**src/rtl/pc_gen.sv**
```systemverilog
// Fetch-stage next-PC generator: trap > redirect > stall > RAS return > PC+4,
// with a small circular return-address stack fed by predicted calls.
module pc_gen #(
   parameter int              XLEN         = 64,
   parameter logic [XLEN-1:0] RESET_VECTOR = '0,
   parameter int              RAS_DEPTH    = 4
) (
   input  logic            clk,
   input  logic            rst,
   input  logic            stall,
   input  logic            trap,
   input  logic [XLEN-1:0] trap_vector,
   input  logic            redirect,
   input  logic [XLEN-1:0] redirect_target,
   input  logic            call,
   input  logic            ret,
   output logic [XLEN-1:0] pc,
   output logic            pc_valid,
   output logic            misalign_fault,
   output logic            ras_empty,
   output logic            ras_full
);

   localparam int             PW      = $clog2(RAS_DEPTH);
   localparam int             CW      = PW + 1;
   localparam logic [CW-1:0]  DEPTH_C = CW'(RAS_DEPTH);

   logic [XLEN-1:0] pc_q, pc_d;
   logic            pc_valid_q, pc_valid_d;
   logic            misalign_q, misalign_d;
   logic [PW-1:0]   top_q, top_d;
   logic [CW-1:0]   cnt_q, cnt_d;
   logic [XLEN-1:0] ras_q [RAS_DEPTH];

   logic            ras_wr_en;
   logic [PW-1:0]   ras_wr_idx;
   logic [XLEN-1:0] pc_plus4;
   logic            pop_ok;

   assign pc_plus4 = pc_q + XLEN'(4);
   assign pop_ok   = ret && (cnt_q != '0);

   always_comb begin
      pc_d       = pc_q;
      pc_valid_d = 1'b1;
      misalign_d = 1'b0;
      top_d      = top_q;
      cnt_d      = cnt_q;
      ras_wr_en  = 1'b0;
      ras_wr_idx = top_q;

      // The first cycle out of reset only raises pc_valid, so RESET_VECTOR
      // itself is presented as a valid fetch address before advancing.
      if (!pc_valid_q) begin
         pc_d = pc_q;
      end else if (trap) begin
         pc_d  = trap_vector;
         cnt_d = '0;
         top_d = '0;
      end else if (redirect) begin
         if (redirect_target[1:0] != 2'b00) begin
            misalign_d = 1'b1;
         end else begin
            pc_d = redirect_target;
         end
      end else if (!stall) begin
         pc_d = pop_ok ? ras_q[top_q] : pc_plus4;
         if (call && pop_ok) begin
            // Call+return swaps the top entry in place: count is unchanged.
            ras_wr_en  = 1'b1;
            ras_wr_idx = top_q;
         end else if (call) begin
            // Pushing onto a full stack silently overwrites the oldest entry.
            ras_wr_en  = 1'b1;
            ras_wr_idx = top_q + 1'b1;
            top_d      = top_q + 1'b1;
            if (cnt_q != DEPTH_C) begin
               cnt_d = cnt_q + 1'b1;
            end
         end else if (pop_ok) begin
            top_d = top_q - 1'b1;
            cnt_d = cnt_q - 1'b1;
         end
      end
   end

   always_ff @(posedge clk) begin
      if (rst) begin
         pc_q       <= RESET_VECTOR;
         pc_valid_q <= 1'b0;
         misalign_q <= 1'b0;
         top_q      <= '0;
         cnt_q      <= '0;
      end else begin
         pc_q       <= pc_d;
         pc_valid_q <= pc_valid_d;
         misalign_q <= misalign_d;
         top_q      <= top_d;
         cnt_q      <= cnt_d;
      end
   end

   // Stack storage needs no reset: entries are only read while the count says they are live.
   always_ff @(posedge clk) begin
      if (!rst && ras_wr_en) begin
         ras_q[ras_wr_idx] <= pc_plus4;
      end
   end

   assign pc             = pc_q;
   assign pc_valid       = pc_valid_q;
   assign misalign_fault = misalign_q;
   assign ras_empty      = (cnt_q == '0);
   assign ras_full       = (cnt_q == DEPTH_C);

endmodule

```
**config.mk**
```make
export PLATFORM = sky130hd
export DESIGN_NAME = pc_gen
export DESIGN_NICKNAME = d
export VERILOG_FILES = /design/src/rtl/pc_gen.sv
export SDC_FILE = /design/constraint.sdc
export NUM_CORES = 1
export LEC_CHECK = 0
export ABC_AREA = 1
export BUFFER_PORTS_ARGS = -buffer_cell sky130_fd_sc_hd__buf_2
export CAP_MARGIN = 20
export CORE_MARGIN = 2
export CORE_UTILIZATION = 63
export DETAILED_ROUTE_END_ITERATION = 8
export PLACE_DENSITY_LB_ADDON = 0.05
export SYNTH_ARGS = -nofsm -noshare
export SYNTH_HDL_FRONTEND = slang
export SYNTH_SLANG_ARGS = --single-unit
export TNS_END_PERCENT = 50
```
**constraint.sdc**
```tcl
create_clock -name clk -period 14.9 [get_ports clk]
set_clock_uncertainty 0.2 [all_clocks]
set_input_delay 2.235 -clock clk [delete_from_list [all_inputs] [get_ports clk]]
set_output_delay 2.235 -clock clk [all_outputs]
set_load 0.02 [all_outputs]
```
---- Yosys cells after proc, flatten, opt, wreduce, memory -nomap -nowiden ----
Memories as Yosys holds them, arrays and structs flattened. A register that Yosys moved wholly into a read port is not among the register bits.
Cells that the tools add are included.
W data, S select, Z words.
cells by class
  $add $sub $neg .......................... 5
  multiply operators ...................... 0
  magnitude comparators ................... 0
  divide/modulo/power cells ............... 0
  shift operators ......................... 0
  eq/ne operators ......................... 8
  reduce and logical (&&, ||, !) cells .... 12
  mux-type cells .......................... 36
  bitwise gates (word level) .............. 2
operators by type and width
  operator                 count
  $mux W64                 5
  $add A64 B3 Y64 const B  1
  $mux W2                  14
  $mux W3                  7
  $mux W1                  10
  $ne A3 B3 Y1 const B     2
  $reduce_and A6 Y1        1
  $reduce_bool A3 Y1       2
  $reduce_and A5 Y1        1
  $ne A2 B2 Y1 const B     2
  $reduce_or A4 Y1         1
  $add A3 B1 Y3 const B    1
  $eq A3 B3 Y1 const B     1
  $logic_and A1 B1 Y1      3
  $logic_not A3 Y1         1
  $ne A3 B1 Y1 const B     1
  $ne A3 B2 Y1 const B     1
  $reduce_and A3 Y1        1
  $sub A3 B1 Y3 const B    1
  $add A2 B1 Y2 const B    1
  $ne A2 B1 Y1 const B     1
  $not A1 Y1               2
  $reduce_bool A2 Y1       1
  $sub A2 B1 Y2 const B    1
  $logic_not A1 Y1         1
word-level totals
  word-level logic and storage cells ...... 69
  ROM bits ................................ 0
  memories kept ........................... 1
  input bits .............................. 135
  flip-flop bits (word level) ............. 71
  RAM bits ................................ 256
  output and inout bits ................... 68
  bits in latches ......................... 0
memory list
  name   depth  bits a word  read ports  clocked after Yosys merged registers in  write ports  line  source
  ras_q  4      64           1           1                                        1            33    logic [XLEN-1:0] ras_q [RAS_DEPTH];

---- Depth between registers and ports, before layout ----
Gate-level depths: netlist of the first run.
  word-level depth ........................ 11
  depth in mapped cells ................... 12
  depth with buffers taken out ............ 12

---- Worst setup path after synthesis of the first run ----
Ideal clock, no wire load.
  kind .................................... input -> register
  from .................................... input port trap
  to ...................................... memory ras_q[2][0], enable pin
  path buffers ............................ 1
  required time ........................... 14.122 ns
  stages .................................. 7
  arrival time ............................ 7.759 ns
  library setup time ...................... 0.578 ns
  path slack .............................. 6.363 ns
  cells stage by stage .................... buf_4 -> inv_2 -> nand2_1 -> nor3_1 -> nand2_1 -> xor2_1 -> nor3b_1
on the way
  longest elaborated chain between the ends .. 5
  elaborated cells between the ends (all ways) .. 7
  those cells by class .................... mux: 6; reduce/logical: 1
RTL lines
  element                        line  source
  start, declared                11    input logic trap,
  $mux W1                        56    end else if (trap) begin
  $mux W1                        54    if (!pc_valid_q) begin
  $logic_and A1 B1 Y1            105   if (!rst && ras_wr_en) begin
  $mux W1                        105
  $mux W1 (not written as such)  106   ras_q[ras_wr_idx] <= pc_plus4;
  end, declared                  33
Several ways; a longest one is shown, not always the timed one.

---- Final worst setup path of the first run ----
  from .................................... input port trap
  to ...................................... memory ras_q[0][29], enable pin
The elaborated chain is that of the path after synthesis.

==> results by group, run 1 <==
Power and ir drop
  – Sequential share of power: 49.8%
  – Share of total power in combinational logic: 11.0%
  – Leakage power: 0.006851 uW
  – Net switching fraction of the power: around a quarter
  – Peak supply drop: 0.00009589 V
  – Share of power burned in the clock network: a little under 40%
  – Total internal power: 1589 uW
  – Net switching power figure: 540.3 uW
  – Power per unit of standard cell area: 118.3 nW/um^2

Global routing
  – Pin count of the biggest net entering global routing: 80
  – Total global routing overflow: 0
  – Antenna violations before repair: 0
  – Number of global-route vias before repair: approximately 12000
  – First-pass GRT wire length: about 69000 um
  – GRT Resource Usage Total: 33.96%

STA
  – Unrepaired setup endpoints after global routing: no
  – Post-Route Hold Slack: 294.9 ps
  – Final total negative setup slack: 0 ps
  – Tightest slew margin relative to the limit: 32.17%
  – Fmax: between 0.2 and 0.25 GHz
  – Worst-Margin Slew: between 1000 and 1500 ps
  – Final WS setup: just under 10000 ps
  – Number of failing hold endpoints at the final stage: 0
  – Final period util: between 30% and 40%
  – Count of endpoints failing setup in the final report: 0
  – Minimum clock period: approximately 5000 ps
  – Number of pins exceeding their max-slew limit in the final report: 0

Final layout
  – Leading cell type in the layout, fill and taps excluded: sky130_fd_sc_hd__nand2_1
  – Layout Cell Area excl Fill: roughly 18000 um^2
  – Share of layout cells above drive strength 1: 16.47%
  – Fill cell total of the finished layout: 1799
  – Top library cells by usage in the layout, fill and taps aside: sky130_fd_sc_hd__nand2_1 (388), sky130_fd_sc_hd__nor2_1 (266), sky130_fd_sc_hd__edfxtp_1 (256)
  – Net count, final: approximately 2000
  – Non-Filler Instances: 2236
  – Inserted Diodes: 0
  – Area growth from synthesis to final layout: 14.54%

Yosys
  – Area share of the leading cell type in the synthesized netlist: 48.94%
  – Fraction of the yosys area taken by sequential cells: 58.24%
  – Cell type with the largest total area after synthesis: sky130_fd_sc_hd__edfxtp_1
  – Async SR Flop Fraction: 0%
  – Area of the mapped netlist: 15710 um^2
  – Syn nets: 1858
  – Distinct cell type count of the synthesized netlist: 40
  – Largest cells by area after synthesis: sky130_fd_sc_hd__edfxtp_1 (49%), sky130_fd_sc_hd__dfxtp_1 (9.3%), sky130_fd_sc_hd__nand2_1 (9.3%)
  – Number of warnings reported in the yosys synthesis log: 0
  – Gate count after technology mapping: 1721
  – Syn Area/Cell: 9.128 um^2
  – Leading register cell type out of synthesis: sky130_fd_sc_hd__edfxtp_1
  – Count of flip-flops with a built-in enable after synthesis: ~260
  – Seq cells post-synth: approximately 330

Clocking
  – H-Tree Depth: 2
  – Maximum root-to-sink buffer count: 3
  – Root Driver: sky130_fd_sc_hd__clkbuf_16
  – Clock insertion delay at the later pin of the skew report: 510 ps
  – TritonCTS Buffers: 35
  – CTS tree: built
  – Post-cts resize count: 0
  – Total clock sinks: 329
  – Clock slew at reported path FFs: 60 ps
  – # Post-CTS Setup Buffers: 0
  – Number of buffers inserted by hold repair at cts: 0

Job
  – # Max-Cap Violations: 0

Setup path
  – Element type at the critical path end: register
  – Kind of start point of the critical path: input port
  – Worst path required time: 14820 ps
  – Type of the worst setup path: input port to register
  – Worst-path maximum fanout: 71
  – WP data arrival: between 4000 and 5000 ps

Drt
  – Via count normalized by instance count: about 6.0
  – Post-route antenna net violation count: 0
  – DRC viols: 0
  – Router iterations before antenna repair: 5
  – DRC violation total after the first TritonRoute iteration: 1589
  – Total vias in the final route: 13498
  – Average wire length per cell after detail routing: ~20 um
  – Detailed Route WL: 44840 um

Place
  – Final HPWL DP: 28360 um
  – Placed cell count: 2175
  – Final estimated routing congestion in global placement: 1.014
  – Number of buffers inserted by port buffering: between 200 and 250
  – Area of placed instances: 16900 um^2
  – Pre-CTS setup slack: 9374 ps

Min path
  – Kind of path behind the tightest hold check: register to register

Floorplanning
  – Std-Cell Core Area: 24390 um^2
  – Die ar.: around 26000 um^2
  – Count of boundary I/O pins: 203
  – Initial Util: 64.40%
  – Die height: 161.9 um
  – Die X-Extent: 161.9 um
  – Std cell rows: 57

Outcome
  – Outcome: completed
[critical path, stage by stage]
cell	delay, ps
sky130_fd_sc_hd__buf_2	70
sky130_fd_sc_hd__buf_4	600
sky130_fd_sc_hd__inv_2	150
sky130_fd_sc_hd__nand2_1	170
sky130_fd_sc_hd__nor3_1	70
sky130_fd_sc_hd__nand2_1	110
sky130_fd_sc_hd__xor2_1	330
sky130_fd_sc_hd__nand2_1	150
sky130_fd_sc_hd__nor2_4	220
sky130_fd_sc_hd__buf_4	740
[kinds of logic (layout without fill, tap and decap cells)]
| family | count (synthesis) | in the layout | synth area share, % |
|---|---|---|---|
| AO/OA/AOI/OAI | 366 | 366 | 12.79 |
| XOR/XNOR | 34 | 34 | 2.182 |
| adder cells (fa/ha/maj) | 2 | 2 | 0.2071 |
| buffers and inverters | 186 | 377 | 4.803 |
| flip-flops | 329 | 329 | 58.24 |
| AND/OR/NAND/NOR | 804 | 804 | 21.78 |
[power by group through the flow]
stage               Combinational [uW]  Sequential (uW)  Clock [uW]
global placement                   222             1080           0
detailed placement                 229             1080           0
finish                             234             1060         836
floorplan                          133             1080           0
CTS                                231             1060         838
global route                       256             1060         874
[layer usage]
layer  part of all wire (%)  global-route usage, %  up-vias
li1                       -                      -     6270
met2                     47                  55.61      786
met5                      0                      0        -
met4                    2.6                  10.34        0
met3                     10                  5.082       98
met1                     40                  47.52     6344
[cells in the mapped netlist, types with 4 or more instances]
library cell / number
sky130_fd_sc_hd__a21oi_1: 67
sky130_fd_sc_hd__a22o_1: 14
sky130_fd_sc_hd__a31oi_1: 7
sky130_fd_sc_hd__and2_1: 10
sky130_fd_sc_hd__buf_2: 27
sky130_fd_sc_hd__buf_4: 6
sky130_fd_sc_hd__clkbuf_1: 57
sky130_fd_sc_hd__dfxtp_1: 73
sky130_fd_sc_hd__edfxtp_1: 256
sky130_fd_sc_hd__inv_1: 92
sky130_fd_sc_hd__nand2_1: 388
sky130_fd_sc_hd__nand2_2: 10
sky130_fd_sc_hd__nand2_4: 4
sky130_fd_sc_hd__nand3_1: 29
sky130_fd_sc_hd__nand4_1: 63
sky130_fd_sc_hd__nor2_1: 268
sky130_fd_sc_hd__nor2_2: 10
sky130_fd_sc_hd__nor2_4: 5
sky130_fd_sc_hd__nor3_1: 7
sky130_fd_sc_hd__o211ai_1: 5
sky130_fd_sc_hd__o21ai_0: 201
sky130_fd_sc_hd__o22ai_1: 62
sky130_fd_sc_hd__xnor2_1: 13
sky130_fd_sc_hd__xnor2_2: 6
sky130_fd_sc_hd__xor2_1: 15
[registers in the layout (all words and copies together) (netlist names), named ones only]
name	count
misalign_fault	1
top_q	2
cnt_q	3
pc_valid	1
pc	64
ras_q	256
[worst paths after layout]
check / end / startpoint / cells past startpoint / slack [ps]
worst max-delay path: ras_q[0][29] / trap / 10 / 9910
worst min register to register: cnt_q[1] / cnt_q[1] / 2 / 290
worst max register to register: pc[49] / register / 9 / 11320
worst min-delay path: cnt_q[1] / cnt_q[1] / 2 / 290
[cell type report]
type,count,area [um^2],area share [%]
sequential,329,9154,50.88
timing repair buffer,220,1146,6.370
clock buffer,44,929.6,5.167
tap,324,405.4,2.253
inverter,96,361.6,2.010
multi-input combinational,1206,5836,32.43
clock inverter,17,160.2,0.8901
[metrics by stage]
step / total power, uW / util, %
floorplan: 1213 / -
global placement: 1299 / 69.30
global route: 2192 / 73.77
finish: 2129 / 73.77
detailed placement: 1306 / 69.30
CTS: 2127 / 73.77
No activity file was read; power rests on OpenSTA's default activity.
==> inputs of run 2 (changes only) <==
- CORE_UTILIZATION: 63 -> 58
- clock period: 14.9 -> 4.7 ns (I/O delays scaled with it)
==> results by group, run 2 (synthesized netlist as in run 1, its figures left out) <==
Outcome
  – Outcome: completed

Setup path
  – Critical path's slowest cell: sky130_fd_sc_hd__o21ai_0
  – Number of cell instances on the worst register-to-register path: 8 (-1)
  – Element type at the critical path end: register
  – Reg-to-reg startpoint: cnt_q[0]
  – WP data arrival: 3050 ps (-1870 ps)
  – Maximum cell stage delay along the critical path: 590 ps (-150 ps)
  – RR Endpoint: ras_q[0][25]
  – Critical Path, Cell by Cell: nor2_1 > inv_1 > o21ai_0 > nand2_1 > o21ai_0 > nand2_1 > nor2_4 > buf_12
  – Reg-to-reg slack, setup: 1660 ps (-9660 ps)
  – Type of the worst setup path: register to register
  – Kind of start point of the critical path: register
  – Worst path required time: 4710 ps (-10110 ps)
  – Worst-path maximum fanout: 28 (-61%)

Clocking
  – Clock insertion delay at the later pin of the skew report: 530 ps (+20 ps)
  – CTS tree: built
  – Root Driver: sky130_fd_sc_hd__clkbuf_16
  – # Post-CTS Setup Buffers: 0 (unchanged)
  – Clock slew at reported path FFs: 60 ps (about the same)
  – H-Tree Depth: 2 (unchanged)
  – Number of buffers inserted by hold repair at cts: 0 (unchanged)
  – Post-cts resize count: 0 (unchanged)
  – TritonCTS Buffers: 36 (+2.9%)
  – Maximum root-to-sink buffer count: 3 (unchanged)
  – Total clock sinks: 329 (unchanged)

Global routing
  – Pin count of the biggest net entering global routing: 89 (+11%)
  – Number of global-route vias before repair: 12551 (+0.94%)
  – Antenna violations before repair: 0 (unchanged)
  – First-pass GRT wire length: 70680 um (+3.1%)
  – Total global routing overflow: 0 (unchanged)
  – GRT Resource Usage Total: 32.43% (-1.5 points)

Floorplanning
  – Std-Cell Core Area: 26800 um^2 (+9.9%)
  – Die X-Extent: 168.6 um (+4.1%)
  – Die ar.: 28420 um^2 (+8.4%)
  – Die height: 168.6 um (+4.1%)
  – Count of boundary I/O pins: 203 (unchanged)
  – Std cell rows: 60 (+5.3%)
  – Initial Util: 58.61% (-5.8 points)

STA
  – Final WS setup: 1662 ps (-8243 ps)
  – Tightest slew margin relative to the limit: 38.92% (+6.8 points)
  – Final period util: ~65%
  – Unrepaired setup endpoints after global routing: no
  – Minimum clock period: 3038 ps
  – Post-Route Hold Slack: 257.1 ps (-37.83 ps)
  – Number of failing hold endpoints at the final stage: 0 (unchanged)
  – Worst-Margin Slew: 916.2 ps (-95.03 ps)
  – Count of endpoints failing setup in the final report: 0 (unchanged)
  – Fmax: 0.3292 GHz
  – Final total negative setup slack: 0 ps (unchanged)
  – Number of pins exceeding their max-slew limit in the final report: 0 (unchanged)

Final layout
  – Share of the core filled with cells: 68.17% (-5.6 points)
  – Share of layout cells above drive strength 1: 17.17% (+0.69 points)
  – Net count, final: 2031 (+0.30%)
  – Area growth from synthesis to final layout: 16.31%
  – Largest register FFs: 256 (unchanged)
  – Leading cell type in the layout, fill and taps excluded: sky130_fd_sc_hd__nand2_1
  – Top library cells by usage in the layout, fill and taps aside: sky130_fd_sc_hd__nand2_1 (388), sky130_fd_sc_hd__nor2_1 (266), sky130_fd_sc_hd__edfxtp_1 (256)
  – Register with the most flip-flops: ras_q
  – Inserted Diodes: 0 (unchanged)

Power and ir drop
  – Total Power: 7054 uW (+230%)
  – Power per unit of standard cell area: 386.1 nW/um^2 (+230%)
  – Leakage power: 0.006996 uW (+2.1%)
  – Peak supply drop: 0.0003255 V (+240%)

Job
  – # Max-Cap Violations: 0 (unchanged)

Min path
  – Hold path depth: 2 (unchanged)
  – Hold Startpoint: rst
  – Hold endpoint: pc[0]
  – Kind of path behind the tightest hold check: input port to register

Drt
  – Detailed Route WL: 46320 um (+3.3%)
  – DRC violation total after the first TritonRoute iteration: 1407 (-11%)
  – Total vias in the final route: 13275 (-1.7%)
  – Via count normalized by instance count: 5.866 (-2.8%)
  – Average wire length per cell after detail routing: 20.47 um (+2.1%)
  – Post-route antenna net violation count: 0 (unchanged)
  – Router iterations before antenna repair: 5 (unchanged)
  – DRC viols: 0 (unchanged)

Place
  – Final HPWL DP: 30200 um (+6.5%)
  – Final estimated routing congestion in global placement: 0.9549 (-5.8%)
  – Pre-CTS setup slack: 1160 ps (-8214 ps)
  – Number of buffers inserted by port buffering: 202 (unchanged)
run 2: changes by cell type in the layout (fill, tap and decap cells not counted), sizes merged:
cell / previous run / this run
clkinv: 14 / 18
clkbuf: 44 / 45
bufinv: 3 / 5
inv: 95 / 94
buf: 220 / 225
clkinvlp: 1 / 0
run 2: how the worst max path moves through the flow:
stage                  start      endpoint  slack, ps
floorplan               trap   ras_q[1][0]      -1890
global placement        trap  ras_q[0][14]       1230
detailed placement      trap  ras_q[0][35]       1160
CTS                 cnt_q[1]  ras_q[0][30]       1660
global route        cnt_q[0]  ras_q[0][23]       1410
finish              cnt_q[0]  ras_q[0][25]       1660
run 2: cell type report:
class                   instances  area (um^2)
inverters                      96        361.6
flip-flops and latches        329         9154
well taps                     341        426.7
clock inverters                21        239.0
multi-input cells            1206         5848
clock buffers                  45         1008
repair buffers                225         1234
fillers                      2161         8529
run 2: critical path: cells and delay by family, from the launching register on:
family          cells  cell delay (ps)
simple gates        4              980
compound gates      2              800
flops               1              340
buf+inv             2              370
run 2: where the power goes:
part	total [uW]	internal [uW]	switching, uW
clock network	2940	1800	1140
registers	3360	3230	131
logic	753	249	504
total	7050	5280	1770
run 2: layer usage:
| metal | GRT usage, % | vias to the layer above | wire length [um] |
|---|---|---|---|
| li1 | - | 6278 | - |
| met1 | 46.18 | 6307 | 19950 |
| met2 | 52.93 | 602 | 21860 |
| met3 | 3.414 | 88 | 3275 |
| met4 | 10.49 | 0 | 1232 |
| met5 | 0 | - | 0 |
run 2: through the flow:
| step | instances | area, um^2 |
|---|---|---|
| final | 2263 | 18270 |
| after global routing | 2263 | 18270 |
| after CTS | 2263 | 18270 |
| after detailed placement | 2197 | 17020 |
| after global placement | 2197 | 17020 |
| after floorplan | 1721 | 15720 |
